===== config.mk =====
export PLATFORM = sky130hd
export DESIGN_NAME = mini_core_fetch
export DESIGN_NICKNAME = d
export VERILOG_FILES = /design/src/rtl/mini_core_pkg.sv /design/src/rtl/mini_core_fetch_buf.sv /design/src/rtl/mini_core_fetch.sv
export SDC_FILE = /design/constraint.sdc
export NUM_CORES = 1
export LEC_CHECK = 0
export CAP_MARGIN = 15
export CELL_PAD_IN_SITES_DETAIL_PLACEMENT = 1
export CELL_PAD_IN_SITES_GLOBAL_PLACEMENT = 2
export CORE_MARGIN = 2
export CORE_UTILIZATION = 38
export DETAILED_ROUTE_END_ITERATION = 6
export GPL_ROUTABILITY_DRIVEN = 0
export HOLD_SLACK_MARGIN = 0.12
export PLACE_DENSITY_LB_ADDON = 0.1
export SLEW_MARGIN = 10
export SYNTH_ARGS = -nofsm -noshare
export SYNTH_HDL_FRONTEND = slang
export SYNTH_SLANG_ARGS = --single-unit

===== constraint.sdc =====
create_clock -name clock -period 6.88 [get_ports clock]
set_input_delay 1.032 -clock clock [delete_from_list [all_inputs] [get_ports clock]]
set_output_delay 1.032 -clock clock [all_outputs]
set_load 0.05 [all_outputs]

===== src/rtl/mini_core_pkg.sv =====
// Shared types and sizes for the mini_core fetch path.
// MINI_CORE_FETCH_MISALIGN_CHK_EN adds a misalign flag to each fetch entry.
package mini_core_pkg;

    localparam int MSB_I_MEM       = 9;
    localparam int IMEM_WORD_AW    = MSB_I_MEM - 1;
    localparam int SIZE_I_MEM      = 4 << IMEM_WORD_AW;  // bytes
    localparam int FETCH_BUF_DEPTH = 2;

    typedef struct packed {
        logic [31:0] pc;
        logic [31:0] instr;
`ifdef MINI_CORE_FETCH_MISALIGN_CHK_EN
        logic        misalign;
`endif
    } t_fetch_entry;

endpackage


===== src/rtl/mini_core_fetch_buf.sv =====
// Small push/pop FIFO of fetch entries with flush; head is always visible.
// MINI_CORE_FETCH_MISALIGN_CHK_EN only widens the stored entry.
module mini_core_fetch_buf
    import mini_core_pkg::*;
(
    input  logic         clock,
    input  logic         rst_n,
    input  logic         flush,
    input  logic         push,
    input  t_fetch_entry push_data,
    input  logic         pop,
    output t_fetch_entry head,
    output logic [1:0]   count
);

    // Pointer wrap relies on a power-of-two depth.
    localparam int PTR_W = $clog2(FETCH_BUF_DEPTH);

    t_fetch_entry     entries [FETCH_BUF_DEPTH];
    logic [PTR_W-1:0] rd_ptr;
    logic [PTR_W-1:0] wr_ptr;

    always_ff @(posedge clock or negedge rst_n) begin
        if (!rst_n) begin
            for (int i = 0; i < FETCH_BUF_DEPTH; i++) entries[i] <= '0;
            rd_ptr <= '0;
            wr_ptr <= '0;
            count  <= '0;
        end else if (flush) begin
            rd_ptr <= '0;
            wr_ptr <= '0;
            count  <= '0;
        end else begin
            if (push) begin
                entries[wr_ptr] <= push_data;
                wr_ptr          <= wr_ptr + 1'b1;
            end
            if (pop) rd_ptr <= rd_ptr + 1'b1;
            count <= count + {1'b0, push} - {1'b0, pop};
        end
    end

    assign head = entries[rd_ptr];

endmodule


===== src/rtl/mini_core_fetch.sv =====
// Fetch stage: owns the PC, issues reads to i_mem port A, buffers returns for decode.
// MINI_CORE_FETCH_MISALIGN_CHK_EN adds fetch_misalign for unaligned redirect targets.
module mini_core_fetch
    import mini_core_pkg::*;
#(
    parameter logic [31:0] RESET_PC = 32'h0000_0000,
    parameter int          IMEM_AW  = MSB_I_MEM - 1
) (
    input  logic               clock,
    input  logic               rst_n,
    input  logic               redirect_valid,
    input  logic [31:0]        redirect_pc,
    output logic [IMEM_AW-1:0] imem_address,
    output logic               imem_rden,
    input  logic [31:0]        imem_q,
    output logic               imem_wren,
    output logic               fetch_valid,
    input  logic               fetch_ready,
    output logic [31:0]        fetch_pc,
    output logic [31:0]        fetch_instr
`ifdef MINI_CORE_FETCH_MISALIGN_CHK_EN
    ,
    output logic               fetch_misalign
`endif
);

    logic [31:0]  pc_reg;
    logic         inflight;
    logic [31:0]  inflight_pc;
    logic         inflight_mis;
    logic [1:0]   count;
    logic [2:0]   occupancy;
    logic         deq;
    logic         issue;
    logic         push;
    logic [31:0]  redirect_aligned;
    t_fetch_entry push_data;
    t_fetch_entry head;

    assign redirect_aligned = {redirect_pc[31:2], 2'b00};
    assign deq              = fetch_valid & fetch_ready;
    // Entries that will be buffered or in flight after this edge; keeps a return from ever hitting a full FIFO.
    assign occupancy        = {1'b0, count} + {2'b00, inflight} - {2'b00, deq};
    assign issue            = occupancy < 3'd2;

    // Gated by rst_n so the port is quiet while reset is asserted.
    assign imem_rden    = rst_n & (redirect_valid | issue);
    assign imem_address = redirect_valid ? redirect_aligned[IMEM_AW+1:2] : pc_reg[IMEM_AW+1:2];
    assign imem_wren    = 1'b0;

    // A return that coincides with a redirect belongs to the abandoned path.
    assign push            = inflight & ~redirect_valid;
    assign push_data.pc    = inflight_pc;
    assign push_data.instr = imem_q;

`ifdef MINI_CORE_FETCH_MISALIGN_CHK_EN
    assign push_data.misalign = inflight_mis;
    assign fetch_misalign     = head.misalign;
`else
    logic unused_misalign;
    assign unused_misalign = inflight_mis ^ (^redirect_pc[1:0]);
`endif

    always_ff @(posedge clock or negedge rst_n) begin
        if (!rst_n) begin
            pc_reg       <= RESET_PC;
            inflight     <= 1'b0;
            inflight_pc  <= '0;
            inflight_mis <= 1'b0;
        end else if (redirect_valid) begin
            pc_reg       <= redirect_aligned + 32'd4;
            inflight     <= 1'b1;
            inflight_pc  <= redirect_aligned;
            inflight_mis <= |redirect_pc[1:0];
        end else if (issue) begin
            pc_reg       <= pc_reg + 32'd4;
            inflight     <= 1'b1;
            inflight_pc  <= pc_reg;
            inflight_mis <= 1'b0;
        end else begin
            inflight     <= 1'b0;
        end
    end

    mini_core_fetch_buf u_buf (
        .clock     (clock),
        .rst_n     (rst_n),
        .flush     (redirect_valid),
        .push      (push),
        .push_data (push_data),
        .pop       (deq),
        .head      (head),
        .count     (count)
    );

    assign fetch_valid = count != 2'd0;
    assign fetch_pc    = head.pc;
    assign fetch_instr = head.instr;

endmodule


Word level (Yosys, flattened, before mapping)
Cells that the tools add are included.
{"block": "op_classes", "mul": 0, "div_mod_pow": 0, "n_bitwise": 7, "add_sub_neg": 8, "n_reduce_logical": 6, "muxes": 18, "eq_ne": 0, "n_lt_le_gt_ge": 4, "shift": 0}
{"cell": "$mux W64", "n": 4}
{"cell": "$bwmux W128", "n": 1}
{"cell": "$mux W32", "n": 4}
{"cell": "$add A32 B3 Y32 const B", "n": 2}
{"cell": "$demux W64 S1", "n": 1}
{"cell": "$mux W8", "n": 1}
{"cell": "$reduce_bool A2 Y1", "n": 4}
{"cell": "$mux W1", "n": 6}
{"cell": "$ge A2 B2 Y1 const B", "n": 2}
{"cell": "$not A1 Y2", "n": 2}
{"cell": "$add A2 B1 Y3", "n": 1}
{"cell": "$and A1 B1 Y1", "n": 3}
{"cell": "$lt A3 B2 Y1 const B", "n": 1}
{"cell": "$sub A3 B1 Y3", "n": 1}
{"cell": "$add A1 B1 Y1 const B", "n": 2}
{"cell": "$add A2 B1 Y2", "n": 1}
{"cell": "$lt A2 B1 Y1 const B", "n": 1}
{"cell": "$mux W2", "n": 1}
{"cell": "$reduce_and A2 Y1", "n": 1}
{"cell": "$sub A2 B1 Y2", "n": 1}
{"cell": "$logic_and A1 B1 Y1", "n": 1}
{"cell": "$not A1 Y1", "n": 1}
{"cell": "$or A1 B1 Y1", "n": 1}
{"block": "totals", "wordCells": 53, "mem_count": 0, "ram_bits": 0, "rom_bits": 0, "latch_bits": 0, "reg_bits": 197, "output_inout_bits": 75, "in_bits": 68}

Logic depth before layout (Yosys ltp)
{"block": "depth", "depth_word": 6, "depth_mapped": 15, "ltp_nobuf": 13}

By module
From an unflattened synthesis, not the netlist that was laid out.
{"block": "unflattened", "cells_unflattened": 783, "area_unflattened_um2": 9962.1}
{"module": "mini_core_fetch_buf", "area_each_um2": 6138.4, "seq_area_each_um2": 3303.2, "cells_each": 358, "instances": 1}
{"module": "mini_core_fetch", "area_each_um2": 3823.7, "seq_area_each_um2": 1526.5, "cells_each": 425, "instances": 1}

Worst setup path before layout
Ideal clock, no wire load.
{"block": "synth_timing", "kind": "input to output", "startpoint": "input fetch_ready", "endpoint": "output imem_rden", "t_arrival_ns": 3.114, "n_path_buf": 1, "stages": 11, "required_time_ns": 5.848, "path_slack_ns": 2.734, "cell_sequence": "and2_1 ha_1 inv_1 nand2_1 fa_1 xnor2_1 and2_1 clkbuf_1 nor2_1 inv_1 and2_1"}
{"block": "synth_via", "elab_chain_cells": 5}
{"element": "start, declared", "line_no": "mini_core_fetch.sv:18", "rtl": "input logic fetch_ready,"}
{"element": "$and A1 B1 Y1", "line_no": "mini_core_fetch.sv:41", "rtl": "assign deq = fetch_valid & fetch_ready;"}
{"element": "$sub A3 B1 Y3", "line_no": "mini_core_fetch.sv:43", "rtl": "assign occupancy = {1'b0, count} + {2'b00, inflight} - {2'b00, deq};"}
{"element": "$lt A3 B2 Y1", "line_no": "mini_core_fetch.sv:44", "rtl": "assign issue = occupancy < 3'd2;"}
{"element": "$or A1 B1 Y1", "line_no": "mini_core_fetch.sv:47", "rtl": "assign imem_rden = rst_n & (redirect_valid | issue);"}
{"element": "$and A1 B1 Y1", "line_no": "mini_core_fetch.sv:47"}
{"element": "end, declared", "line_no": "mini_core_fetch.sv:14", "rtl": "output logic imem_rden,"}
Every way passes these cells.

Worst setup path after layout
Same ends and word-level chain as after synthesis.

==> impl_metrics.py <==
metrics = {
    "clock_network": {
        "cts_hold_buf": 0,
        "post_cts_buffers": 0,
        "clkTransAtPathRegs_ps": 70,
        "cts.sinks": 189,
        "cts_buffer_depth": 2,
        "cts_root_buf": "clkbuf_16",
        "insertion_delay_ps": 430,
        "cts_tree": "built",
        "ctsResizeCount": 0,
        "cts_buffers": 17,
        "htree_levels": 4,
    },
    "logic_synthesis": {
        "synth-edff-count": 0,
        "synth_top_area_cell": "dfrtp_1",
        "synth_area_leaders": "dfrtp_1 (50%), mux2_2 (23%), mux2i_1 (4.3%)",
        "netlist_instances": 760,
        "ys_ff_latch": 189,
        "synth_cell_types": 50,
        "syn_area_um2": 9410,
        "avgSynthCellArea_um2": 12.4,
        "synthArstFlopShare": 1.00,
        "synth_flop_cell": "dfrtp_1",
        "yosysSeqAreaShare": 0.503,
        "ys_warn_count": 0,
        "netlist.area_leader.share": 0.503,
    },
    "final_layout": {
        "fin_area_um2": 11600,
        "layout-drive-gt1-share": 0.283,
        "final_cell_mix": "mux2_2 (194), dfrtp_1 (188), clkdlybuf4s50_1 (135)",
        "fin_cells": 1218,
        "layout.nets": 954,
        "fin_util": 0.477,
        "antennaDiodeCount": 0,
        "syn2layout_area_growth_pct": 23.4,
        "largest_reg_flops": 124,
        "layout_commonest_cell": "mux2_2",
    },
    "worst_setup_path": {
        "crit_family": "buffers and inverters",
        "startpoint_type": "input port",
        "end_kind": "primary output",
        "r2r-end": "inflight_pc[3]$_DFFE_PN0P_",
        "crit_slowest_cell": "clkdlybuf4s50_1",
        "crit_chain": "clkdlybuf4s50_1 > and2_1 > ha_1 > inv_1 > nand2_1 > fa_1 > xnor2_1 > and2_1 > buf_4 > nor2_1 > inv_1 > buf_4 > and2_1 > clkdlybuf4s50_1",
        "regToRegSetupSlack_ps": 3350,
        "path_max_fanout": 23,
        "endpoint": "imem_rden",
        "path_common_cell": "and2_1",
        "worstSetupStartpoint": "fetch_ready",
        "required_ps": 5850,
        "crit_type": "in2out",
        "critical-path-max-stage-delay_ps": 690,
        "crit_buf_inv": 6,
        "cp.arrival_ps": 4850,
        "reg2reg_from": "u_buf.count[1]$_DFF_PN0_",
        "rr_worst_depth": 14,
        "critical_path_depth": 14,
    },
    "timing": {
        "slew_headroom": 0.407,
        "fmax_mhz": 170,
        "final-setup-viol-count": 0,
        "tns_ps": 0,
        "whs_ps": 503,
        "timing.final.ws_setup_ps": 997,
        "finClkSkew_ps": 13.0,
        "hold_viol": 0,
        "min_period_ps": 5880,
        "drv_slew": 0,
        "tightest_slew_ps": 889,
        "period_share": 0.855,
        "rsz0062_at_grt": "false",
    },
    "placement": {
        "postPlaceCellArea_um2": 11100,
        "placedCellCount": 1186,
        "post-place-ws_ps": 959,
        "io_buffers": 137,
        "place_hpwl_um": 16000,
    },
    "pwr": {
        "power_leakage_nw": 4.84,
        "ir_worst_vdd_mv": 0.258,
        "power_mw": 6.11,
        "powerDensity_nw_per_um2": 527,
    },
    "global_routing": {
        "grt_max_degree": 145,
        "grt_pass1_vias": 6797,
        "grt_first_pass_wirelength_um": 38200,
        "grt-ovfl-total": 0,
        "grt_usage": 0.186,
        "antenna_found_initial": 0,
    },
    "floorplan": {
        "rows": 57,
        "fp.dieW_um": 161,
        "die_y_um": 161,
        "die_area_um2": 26000,
        "core_um2": 24300,
        "initial_core_util": 0.387,
        "io_pins": 143,
    },
    "hold_path": {
        "min_path_type": "reg2reg",
    },
    "drt": {
        "via_per_inst": 5.11,
        "vias": 6219,
        "ant_nets": 0,
        "drt_iter0_markers": 208,
        "drt_first_pass_iters": 4,
        "wl_per_cell_um": 19.0,
        "drc": 0,
        "drt-total-wl_um": 23200,
    },
    "run": {
        "maxCapViolCount": 0,
    },
    "status": {
        "status": "completed",
    },
}
[worst min path at each step]
stage | start | to | cells past startpoint
after floorplan | pc_reg[3]$_DFFE_PN0P_ | pc_reg[3]$_DFFE_PN0P_ | 2
after global placement | u_buf.entries[1]$_DFFE_PN0P_ | u_buf.entries[1]$_DFFE_PN0P_ | 1
after detailed placement | u_buf.entries[49]$_DFFE_PN0P_ | u_buf.entries[49]$_DFFE_PN0P_ | 1
after CTS | u_buf.entries[49]$_DFFE_PN0P_ | u_buf.entries[49]$_DFFE_PN0P_ | 1
after global routing | u_buf.entries[39]$_DFFE_PN0P_ | u_buf.entries[39]$_DFFE_PN0P_ | 1
final | u_buf.entries[26]$_DFFE_PN0P_ | u_buf.entries[26]$_DFFE_PN0P_ | 1
[cell families after synthesis]
| family | count (synthesis) | share of synthesized area |
|---|---|---|
| compound gates | 58 | 0.0406 |
| xor+xnor | 51 | 0.0475 |
| fa+ha+maj | 5 | 0.00745 |
| buf+inv | 52 | 0.0265 |
| flops | 189 | 0.503 |
| mux | 234 | 0.275 |
| other cells | 1 | 0.000399 |
| simple gates | 170 | 0.100 |
[cell type report]
class / count / area (um^2)
clock buffer: 18 / 429
clock inverter: 14 / 125
fill: 2493 / 12700
inverter: 7 / 26.3
multi-input combinational: 521 / 4450
sequential: 189 / 4730
tap: 324 / 405
timing repair buffer: 145 / 1440
[cells in the mapped netlist (2+ instances only)]
cell / number
inv_1: 7
nand2b_1: 2
and3_1: 4
a21oi_1: 15
nor3_1: 4
buf_4: 5
nand3_1: 19
a22o_1: 2
a31oi_1: 3
nand2_1: 52
clkbuf_1: 17
and3b_1: 2
nor2b_1: 5
nand4_1: 14
o21ai_0: 24
o21ai_1: 2
xnor2_1: 34
a32oi_1: 2
nor2_1: 42
mux2i_1: 40
a21o_1: 2
buf_2: 10
ha_1: 4
nand4b_4: 2
nand4b_1: 3
buf_1: 10
and2_1: 4
mux2_2: 194
buf_6: 3
nor4b_4: 2
dfrtp_1: 189
a22oi_4: 2
nand3b_1: 7
xor2_1: 17
[power breakdown]
| part | switching, mW | total, mW | leakage, nW | internal, mW |
|---|---|---|---|---|
| Sequential | 0.369 | 1.99 | 2.24 | 1.62 |
| Clock | 0.460 | 0.937 | 0.265 | 0.477 |
| Combinational | 1.84 | 3.18 | 2.33 | 1.35 |
| Total | 2.67 | 6.11 | 4.84 | 3.45 |
[metal layers]
metal / wire length [um] / track usage / up-vias
met1: 11200 / 0.262 / 3193
met3: 603 / 0.0298 / 20
met4: 265 / 0.0459 / 0
met5: 0 / 0 / -
li1: - / - / 2908
met2: 11000 / 0.303 / 98
Note: power is estimated with default switching activity, not from simulation.
